**src/rtl/transmissao_medidas_n.sv**
```systemverilog
// Serialises N_CANAIS masked measurement words as an ASCII hex frame on an 8N1 UART line.
// Latency: B*(10*DIV_BAUD+1)+1 cycles from the accepting edge to the pronto pulse.
// Backpressure: none; start requests arriving while ocupado=1 are dropped, not queued.
module transmissao_medidas_n #(
   parameter int          N_CANAIS   = 2,
   parameter int          LARGURA    = 16,
   parameter int          DIV_BAUD   = 434,
   parameter logic [7:0]  SEPARADOR  = 8'h2C,
   parameter logic [7:0]  TERMINADOR = 8'h0A
) (
   input  logic                         clock,
   input  logic                         reset,
   input  logic [N_CANAIS*LARGURA-1:0]  medidas,
   input  logic [N_CANAIS-1:0]          mascara,
   input  logic                         transmite,
   output logic                         tx_serial,
   output logic                         ocupado,
   output logic                         pronto
);

   localparam int D      = LARGURA / 4;
   localparam int BAUD_W = (DIV_BAUD > 1) ? $clog2(DIV_BAUD) : 1;
   localparam int DIG_W  = (D > 1) ? $clog2(D) : 1;
   localparam int IDX_W  = (N_CANAIS > 1) ? $clog2(N_CANAIS) : 1;

   typedef enum logic [2:0] {
      OCIOSO  = 3'd0,
      CARREGA = 3'd1,
      START   = 3'd2,
      DADOS   = 3'd3,
      STOP    = 3'd4,
      FIM     = 3'd5
   } estado_t;

   estado_t                        estado_q,  estado_d;
   logic                           trans_q,   trans_d;
   logic [N_CANAIS*LARGURA-1:0]    snap_q,    snap_d;
   // Channels still waiting to be sent; a bit clears once its last digit is loaded.
   logic [N_CANAIS-1:0]            resta_q,   resta_d;
   logic [DIG_W-1:0]               dig_q,     dig_d;
   // At least one channel has started, so later channels need a separator first.
   logic                           emitido_q, emitido_d;
   // Separator for the channel about to start has already been sent.
   logic                           sep_q,     sep_d;
   // The byte in flight is the terminator; STOP then closes the frame.
   logic                           ultimo_q,  ultimo_d;
   logic [7:0]                     byte_q,    byte_d;
   logic [BAUD_W-1:0]              baud_q,    baud_d;
   logic [2:0]                     bit_q,     bit_d;

   logic                           achou;
   logic [IDX_W-1:0]               idx;
   logic [LARGURA-1:0]             palavra;
   logic [3:0]                     nib;
   logic [7:0]                     ascii;
   logic                           fim_bit;

   // Lowest pending channel and the ASCII code of its current hex digit.
   always_comb begin
      achou = 1'b0;
      idx   = '0;
      for (int i = N_CANAIS - 1; i >= 0; i--) begin
         if (resta_q[i]) begin
            achou = 1'b1;
            idx   = IDX_W'(i);
         end
      end
      palavra = snap_q[int'(idx)*LARGURA +: LARGURA];
      nib     = palavra[4*(D-1-int'(dig_q)) +: 4];
      ascii   = (nib < 4'd10) ? (8'h30 + {4'h0, nib}) : (8'h37 + {4'h0, nib});
   end

   assign fim_bit = (baud_q == BAUD_W'(DIV_BAUD - 1));

   // Next-state logic: start detection, byte selection and UART bit timing.
   always_comb begin
      estado_d  = estado_q;
      trans_d   = transmite;
      snap_d    = snap_q;
      resta_d   = resta_q;
      dig_d     = dig_q;
      emitido_d = emitido_q;
      sep_d     = sep_q;
      ultimo_d  = ultimo_q;
      byte_d    = byte_q;
      baud_d    = baud_q;
      bit_d     = bit_q;

      case (estado_q)
         OCIOSO: begin
            if (transmite && !trans_q) begin
               snap_d    = medidas;
               resta_d   = mascara;
               dig_d     = '0;
               emitido_d = 1'b0;
               sep_d     = 1'b0;
               ultimo_d  = 1'b0;
               baud_d    = '0;
               bit_d     = '0;
               estado_d  = CARREGA;
            end
         end
         CARREGA: begin
            baud_d   = '0;
            bit_d    = '0;
            estado_d = START;
            if (!achou) begin
               byte_d   = TERMINADOR;
               ultimo_d = 1'b1;
            end else if (emitido_q && (dig_q == '0) && !sep_q) begin
               byte_d = SEPARADOR;
               sep_d  = 1'b1;
            end else begin
               byte_d    = ascii;
               emitido_d = 1'b1;
               sep_d     = 1'b0;
               if (dig_q == DIG_W'(D - 1)) begin
                  dig_d        = '0;
                  resta_d[idx] = 1'b0;
               end else begin
                  dig_d = dig_q + 1'b1;
               end
            end
         end
         START: begin
            baud_d = fim_bit ? '0 : baud_q + 1'b1;
            if (fim_bit) begin
               bit_d    = '0;
               estado_d = DADOS;
            end
         end
         DADOS: begin
            baud_d = fim_bit ? '0 : baud_q + 1'b1;
            if (fim_bit) begin
               if (bit_q == 3'd7) begin
                  estado_d = STOP;
               end else begin
                  bit_d = bit_q + 3'd1;
               end
            end
         end
         STOP: begin
            baud_d = fim_bit ? '0 : baud_q + 1'b1;
            if (fim_bit) begin
               estado_d = ultimo_q ? FIM : CARREGA;
            end
         end
         FIM: begin
            estado_d = OCIOSO;
         end
         default: begin
            estado_d = OCIOSO;
         end
      endcase
   end

   // Outputs decoded from the registered state so reset forces them at once.
   always_comb begin
      tx_serial = 1'b1;
      case (estado_q)
         START:   tx_serial = 1'b0;
         DADOS:   tx_serial = byte_q[bit_q];
         default: tx_serial = 1'b1;
      endcase
      ocupado = (estado_q != OCIOSO);
      pronto  = (estado_q == FIM);
   end

   // State registers; reset abandons any frame in progress.
   always_ff @(posedge clock or negedge reset) begin
      if (!reset) begin
         estado_q  <= OCIOSO;
         trans_q   <= 1'b0;
         snap_q    <= '0;
         resta_q   <= '0;
         dig_q     <= '0;
         emitido_q <= 1'b0;
         sep_q     <= 1'b0;
         ultimo_q  <= 1'b0;
         byte_q    <= '0;
         baud_q    <= '0;
         bit_q     <= '0;
      end else begin
         estado_q  <= estado_d;
         trans_q   <= trans_d;
         snap_q    <= snap_d;
         resta_q   <= resta_d;
         dig_q     <= dig_d;
         emitido_q <= emitido_d;
         sep_q     <= sep_d;
         ultimo_q  <= ultimo_d;
         byte_q    <= byte_d;
         baud_q    <= baud_d;
         bit_q     <= bit_d;
      end
   end

endmodule

```
**config.mk**
```make
export PLATFORM = sky130hd
export DESIGN_NAME = transmissao_medidas_n
export DESIGN_NICKNAME = d
export VERILOG_FILES = /design/src/rtl/transmissao_medidas_n.sv
export SDC_FILE = /design/constraint.sdc
export NUM_CORES = 1
export LEC_CHECK = 0
export ABC_AREA = 1
export BUFFER_PORTS_ARGS = -buffer_cell sky130_fd_sc_hd__buf_4
export CAP_MARGIN = 40
export CELL_PAD_IN_SITES_DETAIL_PLACEMENT = 0
export CELL_PAD_IN_SITES_GLOBAL_PLACEMENT = 1
export CORE_MARGIN = 2
export CORE_UTILIZATION = 47
export CTS_CLUSTER_DIAMETER = 100
export DETAILED_ROUTE_END_ITERATION = 10
export MAX_ROUTING_LAYER = met4
export PLACE_DENSITY_LB_ADDON = 0.1
export SLEW_MARGIN = 30
export SYNTH_ARGS = -nofsm -noshare
export SYNTH_HDL_FRONTEND = slang
export SYNTH_SLANG_ARGS = --single-unit
```
**constraint.sdc**
```tcl
create_clock -name clock -period 2.8 [get_ports clock]
set_input_delay 0 -clock clock [delete_from_list [all_inputs] [get_ports clock]]
set_output_delay 0 -clock clock [all_outputs]
set_load 0.01 [all_outputs]
```
## Yosys cells after proc, flatten, opt, wreduce, memory -nomap -nowiden

Index checks and enable logic that the tools add are counted.

| storage, ports and cells | value |
|---|---|
| input bits | 37 |
| flip-flop bits (word level) | 63 |

| operators by class | value |
|---|---|
| muxes and demuxes | 45 |
| shifts and indexed selects | 2 |
| bitwise logic cells | 2 |
| reductions and logical operators | 21 |
| eq/ne operators | 18 |
| order comparisons | 4 |
| $add $sub $neg | 6 |

Operator list:

| kind | count |
|---|---|
| $shiftx 32x6->16 | 1 |
| $mux 3 | 10 |
| $pmux 9 s3 | 1 |
| $mux 7 | 3 |
| $ne 2x2->1 const B | 10 |
| $mux 9 | 2 |
| $mux 2 | 8 |
| $shiftx 16x5->4 | 1 |
| $pmux 3 s5 | 1 |
| $reduce_and 5->1 | 3 |
| $add 6x4->7 const A | 2 |
| $pmux 3 s4 | 1 |
| $mux 1 | 11 |
| $add 9x1->9 const B | 1 |
| $eq 3x3->1 const B | 3 |
| $eq 9x9->1 const B | 1 |
| $pmux 1 s2 | 4 |
| $pmux 2 s2 | 2 |
| $eq 3x2->1 const B | 2 |
| $reduce_and 3->1 | 2 |
| $reduce_bool 3->1 | 2 |
| $logic_and 1x1->1 | 4 |
| $lt 3x4->1 const B | 1 |
| $lt 4x4->1 const B | 1 |
| other kinds (19) | 21 |

## Longest topological paths before layout

Gate-level depths: netlist (run 1).

| logic depth | value |
|---|---|
| word-level depth | 12 |
| mapped depth | 14 |
| mapped depth without buffers | 14 |

## Least setup slack after synthesis (run 1)

No wires, ideal clock.

| path | value |
|---|---|
| path type | reg-to-reg |
| start | register dig_q[0] |
| end | register byte_q[4] |
| path slack | 1083 ps |
| stages on the path, launching flop included | 12 |
| buffers on the path | 2 |
| arrival | 1640 ps |
| clock period less this slack | 1717 ps |
| cells stage by stage | dfrtp_1 > buf_2 > inv_1 > buf_2 > ha_1 > nand3_1 > inv_1 > nor2_1 > inv_1 > nor2_1 > inv_1 > o21ai_1 |

| between the ends | value |
|---|---|
| word-level cells in the longest chain between the ends | 6 |
| elaborated cells on any way between the ends | 11 |

Ends and longest elaborated chain:

| item | RTL line | source |
|---|---|---|
| start, declared | 40 | `logic [DIG_W-1:0] dig_q, dig_d;` |
| start signal, assigned | 188 | `dig_q <= dig_d;` |
| $sub 2x2->3 | 69 | `nib = palavra[4*(D-1-int'(dig_q)) +: 4];` |
| $shiftx 16x5->4 | 69 |  |
| $add 6x4->7 / $lt 4x4->1 (equally long branches) | 70 | `ascii = (nib < 4'd10) ? (8'h30 + {4'h0, nib}) : (8'h37 + {4'h0, nib});` |
| $mux 7 | 70 |  |
| $mux 7 (*) | 110 | `end else if (emitido_q && (dig_q == '0) && !sep_q) begin` |
| $mux 7 (*) | 107 | `if (!achou) begin` |
| end signal, assigned | 192 | `byte_q <= byte_d;` |
| end, declared | 47 | `logic [7:0] byte_q, byte_d;` |

Mark *: on every way between the ends. The rest lies on a longest branch, timed or not.
A chain may end at the register's enable or synchronous reset.

## Worst setup path in the final report (run 1)

| path | value |
|---|---|
| start | register resta_q[0] |
| end | register byte_q[6] |

| between the ends | value |
|---|---|
| word-level cells in the longest chain between the ends | 7 |
| elaborated cells on any way between the ends | 10 |

Ends and longest elaborated chain:

| item | RTL line | source |
|---|---|---|
| start, declared | 39 | `logic [N_CANAIS-1:0] resta_q, resta_d;` |
| start signal, assigned | 187 | `resta_q <= resta_d;` |
| $mux 1 | 63 | `if (resta_q[i]) begin` |
| $shiftx 32x6->16 | 68 | `palavra = snap_q[int'(idx)*LARGURA +: LARGURA];` |
| $shiftx 16x5->4 | 69 |  |
| $add 6x4->7 / $lt 4x4->1 (equally long branches) | 70 |  |
| $mux 7 | 70 |  |
| $mux 7 | 110 |  |
| $mux 7 (*) | 107 |  |

Marks and branches as above.

==> impl_metrics.json, run 1 <==
{
  "status": "finished clean",
  "fin_setup_tns_ps": 0,
  "post-cts-setup-buffers": 0,
  "crit_top_cell": "nand2_1",
  "drive_gt1_share_pct": 19.40,
  "io_pins": 40,
  "ys_warn_count": 0,
  "path_max_fanout": 17,
  "fp.dieH_um": 88.37,
  "period_share_pct": 82.34,
  "grt_util_all_layers_pct": 22.26,
  "worstSetupEndpoint": "byte_q[6]$_DFFE_PN0N_",
  "r2r_cells": 14,
  "syn_area_um2": 3346,
  "dp_hpwl_um": 5148,
  "drt_iter0_drc": 149,
  "end_kind": "register",
  "slew_headroom_pct": 60.32,
  "crit_type": "reg2reg",
  "skew_ps": 12.53,
  "ys_ff_latch": 62,
  "routabilityCongestion": 0.8564,
  "cts.sinks": 62,
  "fin_nets": 508,
  "finalSetupViolCount": 0,
  "vdd_ir_drop_max_mv": 0.2877,
  "final_common_cell": "nand2_1",
  "clock_latency_ps": 350,
  "fin_crit_ps": 2306,
  "dieArea_um2": 7809,
  "max_freq_mhz": 433.7,
  "synth_ff_type": "dfrtp_1",
  "cts_max_level": 3,
  "avgSynthCellArea_um2": 8.668,
  "holdWs_ps": 150.4,
  "power_density_nw_per_um2": 423.0,
  "async_flop_share_pct": 100.0,
  "p_leak_nw": 2.193,
  "root_buffer": "clkbuf_8",
  "core_um2": 6832,
  "cp.depth": 14,
  "rsz0062_at_grt": "false",
  "cts_max_path_buffers": 2,
  "syn_inst": 386,
  "areaGrowthSynthToFinish_pct": 27.97,
  "finalInstanceArea_um2": 4282,
  "grt-ovfl-total": 0,
  "hold_violations": 0,
  "cp_slowest_cell": "dfrtp_1",
  "cts_tree": "done",
  "grt_pass1_vias": 2772,
  "post_synth_num_cell_types": 34,
  "totalWireLength_um": 7488,
  "ant_nets": 0,
  "finalPower_mw": 1.811,
  "critPathTopFamily": "simple AND/OR/NAND/NOR gates",
  "r2r_setup_slack_ps": 490,
  "dr_total_vias": 2787,
  "slowest_delay_ps": 390,
  "io_buffers": 39,
  "cts_buffers": 9,
  "finalMaxSlewViolations": 0,
  "grt_max_degree": 63,
  "rows": 30,
  "wl_per_cell_um": 13.25,
  "crit_chain": "inv_1 > nand2_2 > inv_2 > nand2_1 > nand3_1 > nand2_1 > o21ai_0 > inv_1 > ha_1 > inv_1 > nor2_1 > nor2_1 > nand2_1 > nand2_1",
  "path_buf_inv": 4,
  "cp.arrival_ps": 2590,
  "worstPathRequired_ps": 3080,
  "min_path_type": "in2async",
  "antenna_found_initial": 0,
  "r2r_start": "resta_q[0]$_DFFE_PN0P_",
  "path_clk_slew_ps": 70,
  "tightest_slew_ps": 595.2,
  "synth_seq_area_share_pct": 46.37,
  "via_per_inst": 4.933,
  "drc_errors": 0,
  "worstSetupStartpoint": "resta_q[0]$_DFFE_PN0P_",
  "synth_edf_count": 0,
  "syn_nets": 430,
  "drtPass1Iterations": 4,
  "placed_cell_area_um2": 3700,
  "startpoint_type": "register",
  "final_cell_mix": "nand2_1, dfrtp_1, inv_1, nand3_1, buf_4",
  "r2r_end": "byte_q[6]$_DFFE_PN0N_",
  "dieWidth_um": 88.37,
  "final_core_util_pct": 62.67,
  "grt_pass1_wl_um": 12950,
  "drv_cap": 0,
  "cts_resized": 0,
  "antenna_cells": 0,
  "initial_utilization_pct": 48.97
}
-- report_power, final --
| group | internal, mW | switching, mW | total [mW] |
|---|---|---|---|
| Combinational | 0.0677 | 0.0347 | 0.102 |
| Clock | 0.459 | 0.353 | 0.812 |
| Sequential | 0.896 | 0.000590 | 0.897 |
-- metal layers --
layer	global-route usage, %	part of all wire, %	routed length [µm]
met4	8.953	1.8	132
met5	-	0	0
met2	35.34	49	3639
met1	28.49	47	3524
met3	3.731	2.6	191
-- worst min path at each step --
stage / startpoint / slack, ps / to / cells past startpoint
6_report: reset / 150 / bit_q[1]$_DFFE_PN0P_ / 2
3_5_place_dp: transmite / 120 / trans_q$_DFF_PN0_ / 1
5_1_grt: reset / 190 / bit_q[1]$_DFFE_PN0P_ / 2
2_1_floorplan: reset / -300 / baud_q[0]$_DFFE_PN0P_ / 0
3_3_place_gp: transmite / 120 / trans_q$_DFF_PN0_ / 1
4_1_cts: transmite / 310 / trans_q$_DFF_PN0_ / 2
-- worst reg2reg max path, stage by stage, from the launching register on --
cell and delay, ps:
dfrtp_1 390, inv_1 260, nand2_2 290, inv_2 200, nand2_1 70, nand3_1 70
nand2_1 50, o21ai_0 240, inv_1 100, ha_1 220, inv_1 60, nor2_1 40
nor2_1 140, nand2_1 60, nand2_1 60
-- sequential cells by signal (all words and copies together), names as in the netlist --
| register | count |
|---|---|
| baud_q | 9 |
| bit_q | 3 |
| byte_q | 7 |
| dig_q | 2 |
| emitido_q | 1 |
| estado_q | 3 |
| resta_q | 2 |
| sep_q | 1 |
| snap_q | 32 |
| trans_q | 1 |
| ultimo_q | 1 |
-- metrics by stage --
stage          instances  worst slack [ps]
3_5_place_dp         512             498.4
4_1_cts              564             483.7
2_1_floorplan        386              1083
3_3_place_gp         512             596.0
6_report             565             494.4
5_1_grt              565             198.3
-- area by class of cell --
cell class	instances	area (µm²)
Multi-Input combinational cell	263	1536
Clock buffer	13	158.9
Tap cell	96	120.1
Sequential cell	62	1551
Fill cell	611	2550
Inverter	51	191.4
Timing Repair Buffer	77	680.7
Clock inverter	3	42.54
-- logic make-up (layout without fill, tap and decap cells) --
logic type | count (synthesis) | after routing | synth area share [%]
simple gates | 177 | 177 | 23.41
flops | 62 | 62 | 46.37
buf+inv | 61 | 144 | 7.703
compound gates | 54 | 54 | 8.976
mux | 24 | 24 | 10.66
fa+ha+maj | 7 | 7 | 2.618
xor+xnor | 1 | 1 | 0.2618
-- cell usage after synthesis (5+ instances only) --
cell type	instances	share of area, %
dfrtp_1	62	46
inv_1	46	5.2
mux2_4	23	10
nand2_1	86	9.6
nor2_1	28	3.1
ha_1	7	2.6
nand4_1	5	0.93
buf_2	5	0.75
nand3_1	45	6.7
o21ai_0	22	3.3
a21oi_1	20	3.0
-- repair_timing --
| item | CTS | global route |
|---|---|---|
| endpoints found under the hold margin | 97 | 0 |
| setup endpoints to repair | 0 | 0 |
| hold buffers | 36 | 0 |
No activity file was read; power rests on OpenSTA's default activity.
==> run 2, diff against run 1 <==
Settings changed: CORE_UTILIZATION 47 to 44.
Clock period 2.8 ns to 2.4 ns, I/O delays scaled along.
==> impl_metrics.json, run 2 (synthesized netlist as in run 1, its figures left out) <==
{
  "largest-register": "snap_q",
  "vdd_ir_drop_max_mv": 0.2959,
  "cp.arrival_ps": 2320,
  "cts_tree": "done",
  "root_buffer": "clkbuf_8",
  "cts_max_path_buffers": 2,
  "p_leak_nw": 2.211,
  "cts_buffers": 9,
  "p_clk_share_pct": 39.6,
  "drt_iter0_drc": 126,
  "fin_setup_tns_ps": 0,
  "largest_reg_flops": 32,
  "drtPass1Iterations": 5,
  "stdcell_count": 572,
  "tightest_slew_ps": 374.7,
  "cts_resized": 0,
  "r2r_cells": 12,
  "crit_type": "reg2reg",
  "areaGrowthSynthToFinish_pct": 28.42,
  "period_share_pct": 87.42,
  "fin_nets": 514,
  "core_um2": 7292,
  "antenna_found_initial": 0,
  "final_cell_mix": "nand2_1, dfrtp_1, inv_1, nand3_1, buf_4",
  "antenna_cells": 0,
  "totalWireLength_um": 7115,
  "p_int_mw": 1.513,
  "worst_slack_ps": 301.9,
  "grt_pass1_wl_um": 12410,
  "nFillCells": 679,
  "routabilityCongestion": 0.8131,
  "dp_hpwl_um": 5078,
  "dieWidth_um": 91.20,
  "power_density_nw_per_um2": 448.5,
  "clock_latency_ps": 330,
  "drive_gt1_share_pct": 20.08,
  "max_freq_mhz": 476.6,
  "drv_cap": 0,
  "dr_total_vias": 2777,
  "rsz0062_at_grt": "false",
  "hold_violations": 0,
  "path_max_fanout": 11,
  "path_clk_slew_ps": 70,
  "wl_per_cell_um": 12.44,
  "initial_utilization_pct": 45.88,
  "switchingPower_mw": 0.4137,
  "cts_max_level": 3,
  "p_comb_share_pct": 6.1,
  "grt-ovfl-total": 0,
  "via_per_inst": 4.855,
  "finalMaxSlewViolations": 0,
  "ant_nets": 0,
  "rows": 31,
  "fp.dieH_um": 91.20,
  "place_ws_ps": 269.4,
  "skew_ps": 7.368,
  "end_kind": "register",
  "min_path_type": "in2async",
  "reg.largest.list": "snap_q: 32 flops, baud_q: 9 flops, byte_q: 7 flops",
  "finalSetupViolCount": 0,
  "dp.cells": 521,
  "drc_errors": 0,
  "slew_headroom_pct": 75.02,
  "final_common_cell": "nand2_1",
  "startpoint_type": "register",
  "hold_buffers": 36,
  "post-cts-setup-buffers": 0,
  "worstPathRequired_ps": 2620,
  "finalPower_mw": 1.927,
  "cts.sinks": 62,
  "pwr-share-seq_pct": 54.3,
  "grt_util_all_layers_pct": 18.80,
  "fin_crit_ps": 2098,
  "io_pins": 40,
  "io_buffers": 39,
  "holdWs_ps": 123.7,
  "dieArea_um2": 8317,
  "status": "finished clean",
  "switching_share_pct": 21.47,
  "grt_max_degree": 63,
  "grt_pass1_vias": 2776
}
[run 2: cell types whose count changed in the layout (fill, tap and decap cells not counted), sizes merged]
cell      delta
bufinv       -1
clkinv       +1
clkbuf       -1
clkinvlp     -1
buf          +6
[run 2: final timing paths]
| path | slack (ps) | to | start |
|---|---|---|---|
| setup / recovery | 300 | byte_q[4]$_DFFE_PN0N_ | resta_q[1]$_DFFE_PN0P_ |
| hold / removal | 120 | baud_q[3]$_DFFE_PN0P_ | reset |
| setup reg to reg | 300 | byte_q[4]$_DFFE_PN0N_ | resta_q[1]$_DFFE_PN0P_ |
| hold reg to reg | 480 | byte_q[2]$_DFFE_PN0N_ | byte_q[2]$_DFFE_PN0N_ |
| max in group asynchronous | 1770 | snap_q[2]$_DFFE_PN0P_ | reset |
| min in group clock | 330 | trans_q$_DFF_PN0_ | transmite |
[run 2: through the flow]
stage / util [%] / area (µm²)
3_5_place_dp: 51.58 / 3761
2_1_floorplan: - / 3346
5_1_grt: 58.92 / 4297
6_report: 58.92 / 4297
3_3_place_gp: 51.58 / 3761
4_1_cts: 58.65 / 4277
[run 2: layout make-up]
class / instances / area (µm²) / share of cell area, %
multi-input cells: 263 / 1536 / 35.76
inverters: 51 / 191.4 / 4.455
well taps: 99 / 123.9 / 2.883
flip-flops and latches: 62 / 1551 / 36.11
repair buffers: 83 / 738.2 / 17.18
clock buffers: 12 / 145.1 / 3.378
clock inverters: 2 / 10.01 / 0.2330
[run 2: metal layers]
| layer | track usage, % | part of all wire [%] |
|---|---|---|
| met4 | 7.071 | 1.5 |
| met5 | - | 0 |
| met3 | 3.154 | 2.7 |
| met2 | 30.06 | 48 |
| met1 | 24.08 | 48 |
[run 2: power groups by stage]
stage,Clock [mW],Sequential [mW],Combinational (mW)
2_1_floorplan,0,1.07,0.00215
3_3_place_gp,0,1.07,0.0679
3_5_place_dp,0,1.07,0.0689
4_1_cts,0.791,1.05,0.114
5_1_grt,0.826,1.05,0.129
6_report,0.764,1.05,0.117
[run 2: worst max-delay path, cell delays in order, from the launching register on]
cell and delay, ps:
dfrtp_1 550, nand2_2 210, inv_2 160, nand2_1 80, nand3_1 70, nand2_1 50
o21ai_0 240, inv_1 100, ha_1 220, inv_1 60, nor2_1 40, nor2_1 150
o21ai_1 70
